`src/rtl/lut_config_loader.sv`:
```
// Configuration sequencer for an array of fractured LUTs on a shared config bus.
// Assembles one MEM_SIZE-bit image per LUT from a word stream, then pulses that LUT's cen.
module lut_config_loader #(
  parameter  int INPUTS   = 4,
  parameter  int NUM_LUTS = 4,
  parameter  int WORD_W   = 8,
  localparam int MEM_SIZE = 2 ** INPUTS,
  localparam int WPL      = MEM_SIZE / WORD_W,
  localparam int LIDX_W   = (NUM_LUTS > 1) ? $clog2(NUM_LUTS) : 1,
  localparam int WC_W     = $clog2(WPL) + 1
) (
  input  logic                cclk,
  input  logic                crst_n,
  input  logic                start,
  input  logic                abort,
  input  logic [WORD_W-1:0]   din,
  input  logic                din_valid,
  output logic                din_ready,
  output logic [MEM_SIZE-1:0] config_out,
  output logic [NUM_LUTS-1:0] cen,
  output logic                busy,
  output logic                done,
  output logic                err
);

  typedef enum logic [1:0] {S_IDLE, S_LOAD, S_COMMIT, S_DONE} state_t;

  state_t              state, state_nxt;
  logic [LIDX_W-1:0]   lut_idx;
  logic [WC_W-1:0]     word_cnt;
  logic [MEM_SIZE-1:0] shadow, shadow_nxt;
  logic                accept, last_word, last_lut, err_q;

  // Abort beats a coincident final-word accept, so a dropped word never reaches COMMIT.
  assign accept    = (state == S_LOAD) && din_valid && !abort;
  assign last_word = (word_cnt == WC_W'(WPL - 1));
  assign last_lut  = (lut_idx == LIDX_W'(NUM_LUTS - 1));

  generate
    if (WPL == 1) begin : g_single
      assign shadow_nxt = din;
    end else begin : g_shift
      assign shadow_nxt = {shadow[MEM_SIZE-WORD_W-1:0], din};
    end
  endgenerate

  // NOTE: sequential state uses non-blocking assignments so every flop samples pre-edge values.
  always_ff @(posedge cclk or negedge crst_n) begin
    if (!crst_n) state <= S_IDLE;
    else         state <= state_nxt;
  end

  // NOTE: state_nxt gets a default before the case so no path leaves it unassigned (no latch).
  always_comb begin
    state_nxt = state;
    if (abort) begin
      state_nxt = S_IDLE;
    end else begin
      unique case (state)
        S_IDLE:   if (start) state_nxt = S_LOAD;
        S_LOAD:   if (accept && last_word) state_nxt = S_COMMIT;
        S_COMMIT: state_nxt = last_lut ? S_DONE : S_LOAD;
        S_DONE:   state_nxt = S_IDLE;
        default:  state_nxt = S_IDLE;
      endcase
    end
  end

  // A cen pulse is decoded from registered COMMIT, so an abort in that cycle cannot cancel it.
  always_comb begin
    din_ready = (state == S_LOAD);
    busy      = (state != S_IDLE);
    done      = (state == S_DONE);
    err       = err_q;
    cen       = '0;
    if (state == S_COMMIT) cen[lut_idx] = 1'b1;
  end

  always_ff @(posedge cclk or negedge crst_n) begin
    if (!crst_n) begin
      lut_idx    <= '0;
      word_cnt   <= '0;
      shadow     <= '0;
      config_out <= '0;
      err_q      <= 1'b0;
    end else begin
      err_q <= start && !abort && (state != S_IDLE);
      if (abort) begin
        lut_idx  <= '0;
        word_cnt <= '0;
      end else begin
        unique case (state)
          S_IDLE: if (start) begin
            lut_idx  <= '0;
            word_cnt <= '0;
          end
          S_LOAD: if (accept) begin
            shadow   <= shadow_nxt;
            word_cnt <= last_word ? '0 : word_cnt + 1'b1;
            // Image goes out on the edge entering COMMIT and holds until the next COMMIT.
            if (last_word) config_out <= shadow_nxt;
          end
          S_COMMIT: if (!last_lut) lut_idx <= lut_idx + 1'b1;
          S_DONE:   lut_idx <= '0;
          default:  lut_idx <= '0;
        endcase
      end
    end
  end

endmodule

```
`config.mk`:
```
export PLATFORM = sky130hd
export DESIGN_NAME = lut_config_loader
export DESIGN_NICKNAME = d
export VERILOG_FILES = /design/src/rtl/lut_config_loader.sv
export SDC_FILE = /design/constraint.sdc
export NUM_CORES = 1
export LEC_CHECK = 0
export BUFFER_PORTS_ARGS = -buffer_cell sky130_fd_sc_hd__buf_2
export CAP_MARGIN = 20
export CORE_UTILIZATION = 55
export DETAILED_ROUTE_END_ITERATION = 7
export PLACE_DENSITY = 0.87
export SETUP_SLACK_MARGIN = 0.1
export SLEW_MARGIN = 30
export SYNTH_ARGS = -nofsm -noshare
export SYNTH_HDL_FRONTEND = slang
export SYNTH_SLANG_ARGS = --single-unit
```
`constraint.sdc`:
```
create_clock -name cclk -period 5 [get_ports cclk]
set_input_delay 0.75 -clock cclk [delete_from_list [all_inputs] [get_ports cclk]]
set_output_delay 0.75 -clock cclk [all_outputs]
set_load 0.03 [all_outputs]
```
-- Word level (Yosys, flattened, before mapping)
Index checks and enable logic that the tools add are counted.
- bits in registers: 31
- input bits: 13
- logic and storage cells: 52
- add/sub/neg operators: 2
- magnitude comparators: 2
- eq/ne operators: 9
- mux-type cells: 16
- bitwise gates (word level): 1
- reduce and logical (&&, ||, !) cells: 16
- operator list (cell ; number):
    $mux 2 ; 10
    $reduce_and 3->1 ; 3
    $pmux 2 s4 ; 1
    $eq 2x2->1 const B ; 3
    $logic_and 1x1->1 ; 6
    $ne 3x2->1 const B ; 2
    $ne 3x3->1 const B ; 2
    $pmux 2 s3 ; 1
    $add 2x1->2 const B ; 2
    $eq 2x1->1 const B ; 2
    $mux 4 ; 1
    $pmux 2 s2 ; 1
    $reduce_and 4->1 ; 1
    $reduce_bool 4->1 ; 1
    $lt 2x3->1 const B ; 1
    $reduce_bool 3->1 ; 1
    $demux 1 s2 ; 1
    $ge 2x1->1 const B ; 1
    $logic_not 2->1 ; 1
    $reduce_and 2->1 ; 1
    $reduce_bool 2->1 ; 1
    $logic_not 1->1 ; 1
    $mux 1 ; 1
    $not 1->1 ; 1

-- Longest topological paths before layout
Gate-level depths: netlist (run 1).
- depth in word-level cells: 7
- gate-level depth with buffers: 5
- depth with buffers taken out: 5

-- Worst setup path after synthesis (run 1)
Ideal clock, no wire load.
- kind: in2reg
- from: input abort
- to: register config_out[12]
- setup time: 0.125 ns
- arrival: 1.840 ns
- data required time: 4.875 ns
- path slack: 3.035 ns
- stages on the path: 5
- path through: clkbuf_1 > or3b_1 > buf_6 > buf_6 > mux2_4
- cells in the longest elaborated chain, start to end: 3
- elaborated cells between the ends (all ways): 4
- those cells by class: 1 x bitwise; 3 x reduce/logical
- ends and longest elaborated chain (what ; line ; RTL):
    from (decl) ; 15 ; input logic abort,
    $logic_not 1->1 ; 35 ; assign accept = (state == S_LOAD) && din_valid && !abort;
    $logic_and 1x1->1 ; 35 ;
    $reduce_and 4->1 (no source line) (*) ; n/a ;
    to (signal assigned) ; 101 ; if (last_word) config_out <= shadow_nxt;
    to (decl) ; 19 ; output logic [MEM_SIZE-1:0] config_out,
Every way passes the cells marked *; elsewhere a longest branch is shown, timed or not.
A chain may end at the register's enable or synchronous reset.

-- Final worst setup path (run 1)
- from: register state[0]
- to: output cen[3]
- cells in the longest elaborated chain, start to end: 2
- ends and longest elaborated chain (what ; line ; RTL):
    from (decl) ; 28 ; state_t state, state_nxt;
    from (signal assigned) ; 50 ; else state <= state_nxt;
    $eq 2x2->1 ; 76 ; if (state == S_COMMIT) cen[lut_idx] = 1'b1;
    $mux 4 ; 76 ;
    to (decl) ; 20 ; output logic [NUM_LUTS-1:0] cen,
Every way passes these cells.

==> impl_metrics.csv, run 1 <==
group,metric,value,unit
run_status,status,"complete, no violations",
setup_path,cpMaxStageDelayCell,"dfrtp_1",
route,drc,0,
setup_path,r2r-start,"state[1]$_DFFE_PN0P_",
route,wl_per_cell,15.4,µm
power,internal-power,0.422,mW
synth,netlist_instances,99,
global_routing,antenna_found_initial,0,
synth,ys_warn_count,0,
floorplan,die_y,52.1,µm
layout,drive_gt1_share,49.6,%
floorplan,ioPinCount,37,
power,p_comb_share,20.5,%
clock_network,clockRootBuffer,"clkbuf_4",
clock_network,clkSinkCount,31,
global_routing,grt.overflow.total,0,
synth,mappedNetlistArea,0.00138,mm²
clock_network,cts_tree,"built",
synth,yosysSeqAreaShare,56.2,%
global_routing,grt_max_degree,32,
sta,slew_headroom,40.9,%
setup_path,cp-startpoint,"state[0]$_DFFE_PN0P_",
clock_network,ctsResizeCount,0,
floorplan,rows,17,
route,vias_per_cell,5.28,
route,vias,882,
clock_network,cts_made_buffers,5,
placed_design,dp.cells,159,
floorplan,coreArea,0.00230,mm²
sta,period_minus_slack,2.21,ns
setup_path,worstSetupEndpointType,"output pin",
clock_network,clk_pin_slew,0.09,ns
power,power_frac_seq,52.0,%
synth,syn_area_per_cell,14.0,µm²
sta,fin_skew,0.00489,ns
placed_design,placed_area,0.00157,mm²
sta,tightest_slew,0.886,ns
setup_path,arrival,1.46,ns
global_routing,first_global_vias,913,
sta,setup_viol,0,
setup_path,start_kind,"flop",
synth,ys_ff_latch,31,
job,cap_violations,0,
floorplan,initial_core_util,60.1,%
hold_path,hold_path.class,"input pin to asynchronous set/reset pin",
setup_path,slowest_delay,0.47,ns
clock_network,clock_path_buffers,2,
synth,synth_top_family_by_area,"multiplexers",
global_routing,grt_first_pass_wirelength,4.32,mm
layout,final_cell_mix,"buf_2 (36), dfrtp_1 (31), mux2_2 (16)",
layout,mostFrequentLayoutCell,"buf_2",
sta,period_share,44.3,%
power,power.net_switching,0.170,mW
layout,nNetsFinal,155,
synth,ys_types,24,
clock_network,h-tree-depth,2,
setup_path,path_class,"flop to output pin",
synth,synth_fa_ha_area_share,3.62,%
synth,synth-xor-area-share,0.634,%
layout,diodes,0,
placed_design,dp.final_hpwl,1.82,mm
power,ir_drop,228,µV
synth,synth-simple-area-share,9.78,%
placed_design,gp_congestion,0.769,
layout,final_cells,167,
global_routing,track_usage,23.3,%
floorplan,dieWidth,52.1,µm
placed_design,io_buffers,36,
floorplan,die_area,0.00272,mm²
layout,syn_to_final_growth,18.4,%
power,p_clk_share,27.5,%
setup_path,cp_max_fo,9,
sta,rsz0062_at_grt,"no",
layout,final_cell_area,0.00164,mm²
route,drt.antenna.violating_nets,0,
sta,finalHoldViolations,0,
route,wirelength,2.57,mm
sta,setup_tns,0,ns
power,power.density,362,mW/mm²
clock_network,ctsHoldBuffers,0,
setup_path,crit_chain,"and2b_1, nand2_1, inv_1, buf_2",
route,drt_first_pass_iters,4,
synth,synth_compound_area_share,3.71,%
sta,max_freq,452,MHz
clock_network,clk-insertion-delay-late,0.33,ns
route,drt-initial-drc-count,14,
sta,drv_slew,0,
power,total_leakage_power,0.903,nW
power,sw_frac_of_total,28.8,%
setup_path,crit_required,4.25,ns
synth,muxShareOfSynthArea,22.8,%
clock_network,cts_setup_buffers,0,
synth,synth_nets,116,
## per-layer routing
metal	wire length (µm)	part of all wire (%)	global-route usage, %	vias to the layer above
li1	-	-	-	418
met1	1110	43	27.6	435
met2	1290	50	37.8	23
met3	121	4.7	9.06	6
met4	46	1.8	9.01	0
met5	0	0	0	-
## flip-flops by register name, indices dropped and copies added (netlist names)
name,count
word_cnt,2
shadow,8
config_out,16
lut_idx,2
state,2
err,1
## cells by family (layout without fill, tap and decap cells)
logic type / count (synthesis) / count (layout)
and+or+nand+nor: 22 / 22
muxes: 25 / 25
DFF: 31 / 31
adders and majority gates: 4 / 4
xor gates and xnor gates: 1 / 1
AOI/OAI and AO/OA: 8 / 8
buffers and inverters: 8 / 48
## cell type report
| type | count | area, µm² |
|---|---|---|
| well taps | 28 | 35.0 |
| inverters | 4 | 15.0 |
| flip-flops and latches | 31 | 776 |
| repair buffers | 36 | 180 |
| multi-input cells | 60 | 561 |
| fillers | 165 | 662 |
| clock buffers | 8 | 68.8 |
## power by group through the flow
stage	sequential (mW)	clock [mW]	combinational (mW)
after floorplan	0.344	0	0.0485
after global placement	0.309	0	0.117
after detailed placement	0.313	0	0.123
after CTS	0.308	0.165	0.123
after global routing	0.314	0.179	0.131
final	0.308	0.163	0.122
## cells in the mapped netlist
| master | instances | area share (%) |
|---|---|---|
| a32oi_1 | 2 | 1.3 |
| o21ai_0 | 2 | 0.72 |
| mux2_2 | 16 | 13 |
| mux2_4 | 9 | 9.8 |
| or3b_1 | 1 | 0.63 |
| nand2_1 | 1 | 0.27 |
| dfrtp_1 | 31 | 56 |
| clkbuf_1 | 2 | 0.54 |
| inv_1 | 4 | 1.1 |
| a21oi_1 | 3 | 1.1 |
| nor3b_1 | 2 | 1.1 |
| nand3b_1 | 1 | 0.54 |
| nor2b_1 | 1 | 0.45 |
| a2bb2oi_1 | 1 | 0.63 |
| nand2b_1 | 1 | 0.45 |
| and2b_1 | 2 | 1.1 |
| nor2_1 | 5 | 1.4 |
| and2_1 | 4 | 1.8 |
| xnor2_1 | 1 | 0.63 |
| and3b_1 | 2 | 1.3 |
| or2_2 | 1 | 0.45 |
| ha_1 | 4 | 3.6 |
| buf_6 | 2 | 1.6 |
| nand3_1 | 1 | 0.36 |
## final timing paths
check | end | slack, ns | cells past startpoint
min reg2reg | shadow[1]$_DFFE_PN0P_ | 0.51 | 1
min in group cclk | shadow[1]$_DFFE_PN0P_ | 0.51 | 1
max reg2reg | config_out[4]$_DFFE_PN0P_ | 2.97 | 3
max | cen[3] | 2.79 | 4
max in group asynchronous | lut_idx[1]$_DFFE_PN0P_ | 4.12 | 1
min | word_cnt[0]$_DFFE_PN0P_ | 0.45 | 1
## worst max-delay path: cells and delay by family (launching register included)
kind	cells	cell delay, ns
buffers and inverters	2	0.24
DFF	1	0.47
and+or+nand+nor	2	0.42
## stage by stage
step	util (%)	power, mW	worst slack, ns	hold slack (ns)
5_1_grt	71.2	0.623	2.68	0.489
4_1_cts	71.2	0.597	2.79	0.465
2_1_floorplan	-	0.392	3.03	0.454
3_5_place_dp	68.2	0.436	2.71	0.489
3_3_place_gp	68.2	0.426	2.78	0.484
6_report	71.2	0.592	2.79	0.450
Note: power is estimated with default switching activity, not from simulation.
==> inputs of run 2 (changes only) <==
--- a/config.mk
+++ b/config.mk
@@ -5,11 +5,12 @@
 export SDC_FILE = /design/constraint.sdc
 export NUM_CORES = 1
 export LEC_CHECK = 0
+export ABC_AREA = 1
 export BUFFER_PORTS_ARGS = -buffer_cell sky130_fd_sc_hd__buf_2
 export CAP_MARGIN = 20
-export CORE_UTILIZATION = 55
+export CORE_UTILIZATION = 47
 export DETAILED_ROUTE_END_ITERATION = 7
-export PLACE_DENSITY = 0.87
+export PLACE_DENSITY = 0.79
 export SETUP_SLACK_MARGIN = 0.1
 export SLEW_MARGIN = 30
 export SYNTH_ARGS = -nofsm -noshare
==> constraint.sdc (replaced) <==
create_clock -name cclk -period 1.9 [get_ports cclk]
set_input_delay 0.285 -clock cclk [delete_from_list [all_inputs] [get_ports cclk]]
set_output_delay 0.285 -clock cclk [all_outputs]
set_load 0.03 [all_outputs]
==> impl_metrics.csv, run 2 <==
group,metric,value,unit
sta,setup_viol,0,
setup_path,crit_chain,"nor2_1, inv_1, nor2_1, buf_2",
global_routing,antenna_found_initial,0,
power,ir_drop,699,µV
synth,syn_area_per_cell,8.31,µm²
synth,yosysSeqAreaShare,53.0,%
floorplan,dieWidth,57.8,µm
layout,reg_top3,"config_out: 16 flops, shadow: 8 flops",
clock_network,ctsHoldBuffers,1,
route,drc,3,
synth,synth-simple-area-share,33.9,%
clock_network,cts_setup_buffers,0,
placed_design,io_buffers,36,
route,drt.antenna.violating_nets,0,
layout,mostFrequentLayoutCell,"nand2_1",
floorplan,die_y,57.8,µm
synth,synth_top_cell_by_area,"dfrtp_1",
setup_path,slowest_delay,0.48,ns
floorplan,rows,19,
layout,top_register,"config_out",
synth,synth.area.top_cells,"dfrtp_1 (53%), nand2_1 (18%), nand3_1 (7.5%)",
global_routing,track_usage,19.5,%
layout,nNetsFinal,233,
layout,fin_util,60.3,%
setup_path,worstSetupEndpointType,"output pin",
route,vias_per_cell,5.00,
layout,final_cell_mix,"nand2_1 (69), buf_2 (36), dfrtp_1 (31)",
setup_path,path_class,"flop to output pin",
synth,muxShareOfSynthArea,0,%
clock_network,cts_made_buffers,5,
placed_design,dp.cells,239,
setup_path,crit_buf_inv,2,
synth,synthFlopType,"dfrtp_1",
route,wirelength,2.78,mm
synth,yosysMostFrequentCell,"nand2_1",
clock_network,ctsResizeCount,0,
synth,ys_warn_count,0,
power,power.density,1180,mW/mm²
clock_network,cts_tree,"built",
synth,synth_nets,193,
setup_path,crit_top_cell,"nor2_1",
hold_path,hold_path.class,"input pin to flop",
placed_design,gp_congestion,0.855,
global_routing,grt.overflow.total,0,
synth,ys_ff_latch,31,
route,vias,1235,
sta,finalHoldViolations,0,
synth,mappedNetlistArea,0.00146,mm²
route,wl_per_cell,11.3,µm
floorplan,die_area,0.00334,mm²
clock_network,h-tree-depth,2,
setup_path,cp_max_fo,7,
synth,netlist_instances,176,
layout,final_cells,247,
power,total_leakage_power,1.04,nW
layout,drive_gt1_share,23.1,%
layout,fill_cells,256,
setup_path,start_kind,"flop",
global_routing,grt_first_pass_wirelength,4.89,mm
synth,yosysTopAreaCellShare,53.0,%
sta,setup_tns,0,ns
route,drt-initial-drc-count,48,
synth,synth-edff-count,0,
sta,fin_skew,0.00950,ns
sta,period_share,86.6,%
floorplan,initial_core_util,51.3,%
sta,tightest_slew,0.663,ns
setup_path,arrival,1.36,ns
clock_network,clk_pin_slew,0.09,ns
sta,rsz0062_at_grt,"no",
clock_network,clock_path_buffers,2,
synth,ys_types,19,
sta,drv_slew,0,
setup_path,cpMaxStageDelayCell,"dfrtp_1",
synth,synth-xor-area-share,0,%
layout,syn_to_final_growth,17.5,%
synth,synthTopCellsByCount,"nand2_1 (69), dfrtp_1 (31), nand3_1 (22)",
layout,diodes,0,
global_routing,grt_max_degree,32,
setup_path,crit_required,1.62,ns
hold_path,hold_depth,3,
route,drt_first_pass_iters,6,
power,total_power,2.03,mW
synth,synth_top_family_by_area,"simple AND/OR/NAND/NOR gates",
floorplan,coreArea,0.00285,mm²
sta,slew_headroom,55.8,%
job,cap_violations,0,
sta,period_minus_slack,1.64,ns
synth,synth_fa_ha_area_share,3.42,%
placed_design,dp.final_hpwl,2.06,mm
clock_network,clockRootBuffer,"clkbuf_4",
run_status,violations,"DRC",
floorplan,ioPinCount,37,
sta,max_freq,608,MHz
clock_network,clkSinkCount,31,
synth,async_reset_ff_share,100,%
global_routing,first_global_vias,1108,
synth,synth_compound_area_share,3.08,%
run_status,status,"finished, violations left",
clock_network,clk-insertion-delay-late,0.33,ns
layout,largest_reg_flops,16,
setup_path,reg2reg_depth,6,
setup_path,path_depth,4,
setup_path,crit_family,"flip-flops",
## run 2: cell count changes after synthesis, moves of 4 or more
cell     previous run  this run
and2_1              4         0
nor2_1              5        13
mux2_2             16         0
nand2_1             1        69
mux2_4              9         0
nand3_1             1        22
o21ai_0             2         8
inv_1               4        14
## run 2: path summary, 6_finish.rpt
| path | start | end | slack [ns] |
|---|---|---|---|
| hold / removal | din[4] | shadow[4]$_DFFE_PN0P_ | 0.17 |
| hold reg to reg | config_out[5]$_DFFE_PN0P_ | config_out[5]$_DFFE_PN0P_ | 0.47 |
| setup reg to reg | state[1]$_DFFE_PN0P_ | config_out[12]$_DFFE_PN0P_ | 0.41 |
| setup / recovery | state[0]$_DFFE_PN0P_ | cen[1] | 0.26 |
| max in group asynchronous | crst_n | state[1]$_DFFE_PN0P_ | 0.95 |
| min in group asynchronous | crst_n | config_out[10]$_DFFE_PN0P_ | 0.51 |
## run 2: where the power goes
group          total (mW)  internal (mW)  switching [mW]  leakage (nW)
clock network       0.382          0.171           0.211        0.0341
registers           0.958          0.850           0.108         0.412
logic               0.694          0.195           0.499         0.599
total                2.03           1.22           0.818          1.04
## run 2: kinds of logic after synthesis
logic type      after synthesis
buf+inv                      21
simple gates                111
compound gates                9
flops                        31
fa+ha+maj                     4
## run 2: metal layers
| metal | up-vias | global-route usage (%) | part of all wire [%] |
|---|---|---|---|
| met5 | - | 0 | 0 |
| met4 | 0 | 7.14 | 1.7 |
| met3 | 7 | 6.70 | 4.0 |
| met2 | 20 | 29.7 | 47 |
| met1 | 576 | 26.1 | 48 |
| li1 | 632 | - | - |
## run 2: per-stage QoR
step                setup WS, ns  area, µm²  hold slack (ns)
floorplan                  0.555       1460          -0.0106
global placement           0.451       1650            0.356
detailed placement         0.419       1650            0.360
CTS                        0.240       1720            0.156
global route               0.140       1720            0.166
finish                     0.255       1720            0.173
## run 2: worst min-delay path, stage by stage
cell and delay [ns]:
buf_2 0.09, nand2_1 0.05, nand2_1 0.05
## run 2: final cells by class
cell class	instances	area [µm²]	share of cell area (%)
flip-flops and latches	31	776	45.1
clock buffers	6	51.3	2.98
multi-input cells	124	591	34.4
repair buffers	38	198	11.5
inverters	16	60.1	3.49
clock inverters	1	5.00	0.291
well taps	31	38.8	2.26
==> inputs of run 3 (changes only) <==
--- a/config.mk
+++ b/config.mk
@@ -6,11 +6,11 @@
 export NUM_CORES = 1
 export LEC_CHECK = 0
 export ABC_AREA = 1
-export BUFFER_PORTS_ARGS = -buffer_cell sky130_fd_sc_hd__buf_2
 export CAP_MARGIN = 20
-export CORE_UTILIZATION = 47
+export CORE_UTILIZATION = 55
 export DETAILED_ROUTE_END_ITERATION = 7
-export PLACE_DENSITY = 0.79
+export DONT_BUFFER_PORTS = 1
+export PLACE_DENSITY = 0.77
 export SETUP_SLACK_MARGIN = 0.1
 export SLEW_MARGIN = 30
 export SYNTH_ARGS = -nofsm -noshare
==> impl_metrics.csv, run 3 (synthesis results as in run 2) <==
group,metric,value,unit
power,total_power,1.87,mW
setup_path,crit_top_cell,"nor2_1",
layout,fin_util,62.7,%
power,total_leakage_power,0.887,nW
global_routing,grt_max_degree,32,
placed_design,placed_area,0.00149,mm²
layout,drive_gt1_share,8.70,%
route,wl_per_cell,12.5,µm
layout,final_cell_mix,"nand2_1 (69), dfrtp_1 (31), nand3_1 (22)",
sta,setup_viol,0,
sta,max_freq,594,MHz
setup_path,path_class,"flop to output pin",
route,wirelength,2.69,mm
setup_path,arrival,1.40,ns
clock_network,clk_pin_slew,0.09,ns
clock_network,cts_made_buffers,5,
setup_path,worstSetupEndpointType,"output pin",
global_routing,grt.overflow.total,0,
clock_network,ctsResizeCount,0,
layout,nNetsFinal,200,
layout,mostFrequentLayoutCell,"nand2_1",
sta,period_share,88.5,%
clock_network,clockRootBuffer,"clkbuf_4",
setup_path,cpMaxStageDelayCell,"dfrtp_1",
global_routing,grt_first_pass_wirelength,4.38,mm
route,vias,1142,
global_routing,first_global_vias,1062,
floorplan,die_area,0.00287,mm²
layout,diodes,0,
setup_path,reg2reg_depth,6,
layout,final_cell_area,0.00157,mm²
job,cap_violations,0,
placed_design,io_buffers,0,
placed_design,gp_congestion,0.846,
global_routing,track_usage,21.6,%
setup_path,crit_chain,"inv_2, nor2_1, inv_1, nor2_1, buf_4",
layout,final_cells,214,
power,ir_drop,792,µV
hold_path,hold_depth,1,
floorplan,ioPinCount,37,
sta,fin_skew,0.00709,ns
setup_path,slowest_delay,0.43,ns
sta,tightest_slew,0.429,ns
route,drc,0,
layout,reg_top3,"config_out: 16 flops, shadow: 8 flops",
clock_network,clk-insertion-delay-late,0.31,ns
run_status,status,"complete, no violations",
layout,largest_reg_flops,16,
clock_network,clock_path_buffers,2,
setup_path,cp_max_fo,5,
sta,slew_headroom,71.3,%
hold_path,hold_path.class,"input pin to flop",
power,power.density,1200,mW/mm²
clock_network,clkSinkCount,31,
sta,period_minus_slack,1.68,ns
setup_path,start_kind,"flop",
clock_network,cts_tree,"built",
setup_path,crit_family,"flip-flops",
floorplan,die_y,53.6,µm
sta,finalHoldViolations,0,
clock_network,h-tree-depth,2,
layout,syn_to_final_growth,7.10,%
sta,setup_tns,0,ns
sta,drv_slew,0,
sta,rsz0062_at_grt,"no",
route,drt_first_pass_iters,4,
layout,top_register,"config_out",
setup_path,path_depth,5,
floorplan,initial_core_util,58.5,%
route,drt-initial-drc-count,20,
setup_path,crit_buf_inv,3,
floorplan,dieWidth,53.6,µm
placed_design,dp.cells,204,
route,vias_per_cell,5.34,
route,drt.antenna.violating_nets,0,
floorplan,rows,18,
global_routing,antenna_found_initial,0,
placed_design,dp.final_hpwl,1.96,mm
setup_path,crit_required,1.62,ns
floorplan,coreArea,0.00250,mm²
## run 3: changes by cell type in the layout (fill, tap and decap cells not counted)
cell and change:
buf_2 -36, buf_4 +2, clkbuf_1 +2, buf_12 +1, clkbuf_8 -1
## run 3: per-layer routing
metal | vias up | global-route usage (%) | wire length [µm]
met5 | - | 0 | 0
met4 | 0 | 6.58 | 29
met3 | 5 | 8.47 | 172
met2 | 28 | 36.9 | 1350
met1 | 547 | 24.9 | 1130
li1 | 562 | - | -
## run 3: final timing paths
path | end | from | slack [ns]
min in group asynchronous | state[1]$_DFFE_PN0P_ | crst_n | 0.40
max in group asynchronous | config_out[4]$_DFFE_PN0P_ | crst_n | 1.32
max reg2reg | config_out[4]$_DFFE_PN0P_ | state[1]$_DFFE_PN0P_ | 0.42
max | cen[1] | state[1]$_DFFE_PN0P_ | 0.22
min reg2reg | shadow[2]$_DFFE_PN0P_ | shadow[2]$_DFFE_PN0P_ | 0.50
min | err$_DFF_PN0_ | abort | 0.03
## run 3: cell type report
type	count	area, µm²
Clock inverter	1	5.00
Fill cell	222	933
Clock buffer	7	45.0
Multi-Input combinational cell	124	591
Timing Repair Buffer	5	52.6
Tap cell	30	37.5
Sequential cell	31	776
Inverter	16	60.1
## run 3: per-stage QoR
step / setup WS, ns / hold slack, ns
final: 0.218 / 0.0303
after global routing: 0.134 / 0.0108
after CTS: 0.220 / 0.0168
after detailed placement: 0.444 / -0.0100
after global placement: 0.481 / -0.00999
after floorplan: 0.555 / -0.0106
## run 3: worst register-to-register path, cell delays in order, from the launching register on
cell and delay, ns:
dfrtp_1 0.44, inv_2 0.13, nand3_4 0.16, nor2_8 0.31
nand2_4 0.20, nand2_1 0.10, nand2_1 0.06
## run 3: where the power goes
part	internal [mW]	switching (mW)
Clock	0.144	0.204
Combinational	0.105	0.221
Sequential	0.848	0.350
## run 3: repair_timing
| item | CTS | global route |
|---|---|---|
| buffers inserted | 0 | 0 |
| hold endpoints to repair | 31 | 0 |
| hold buffers | 2 | 0 |
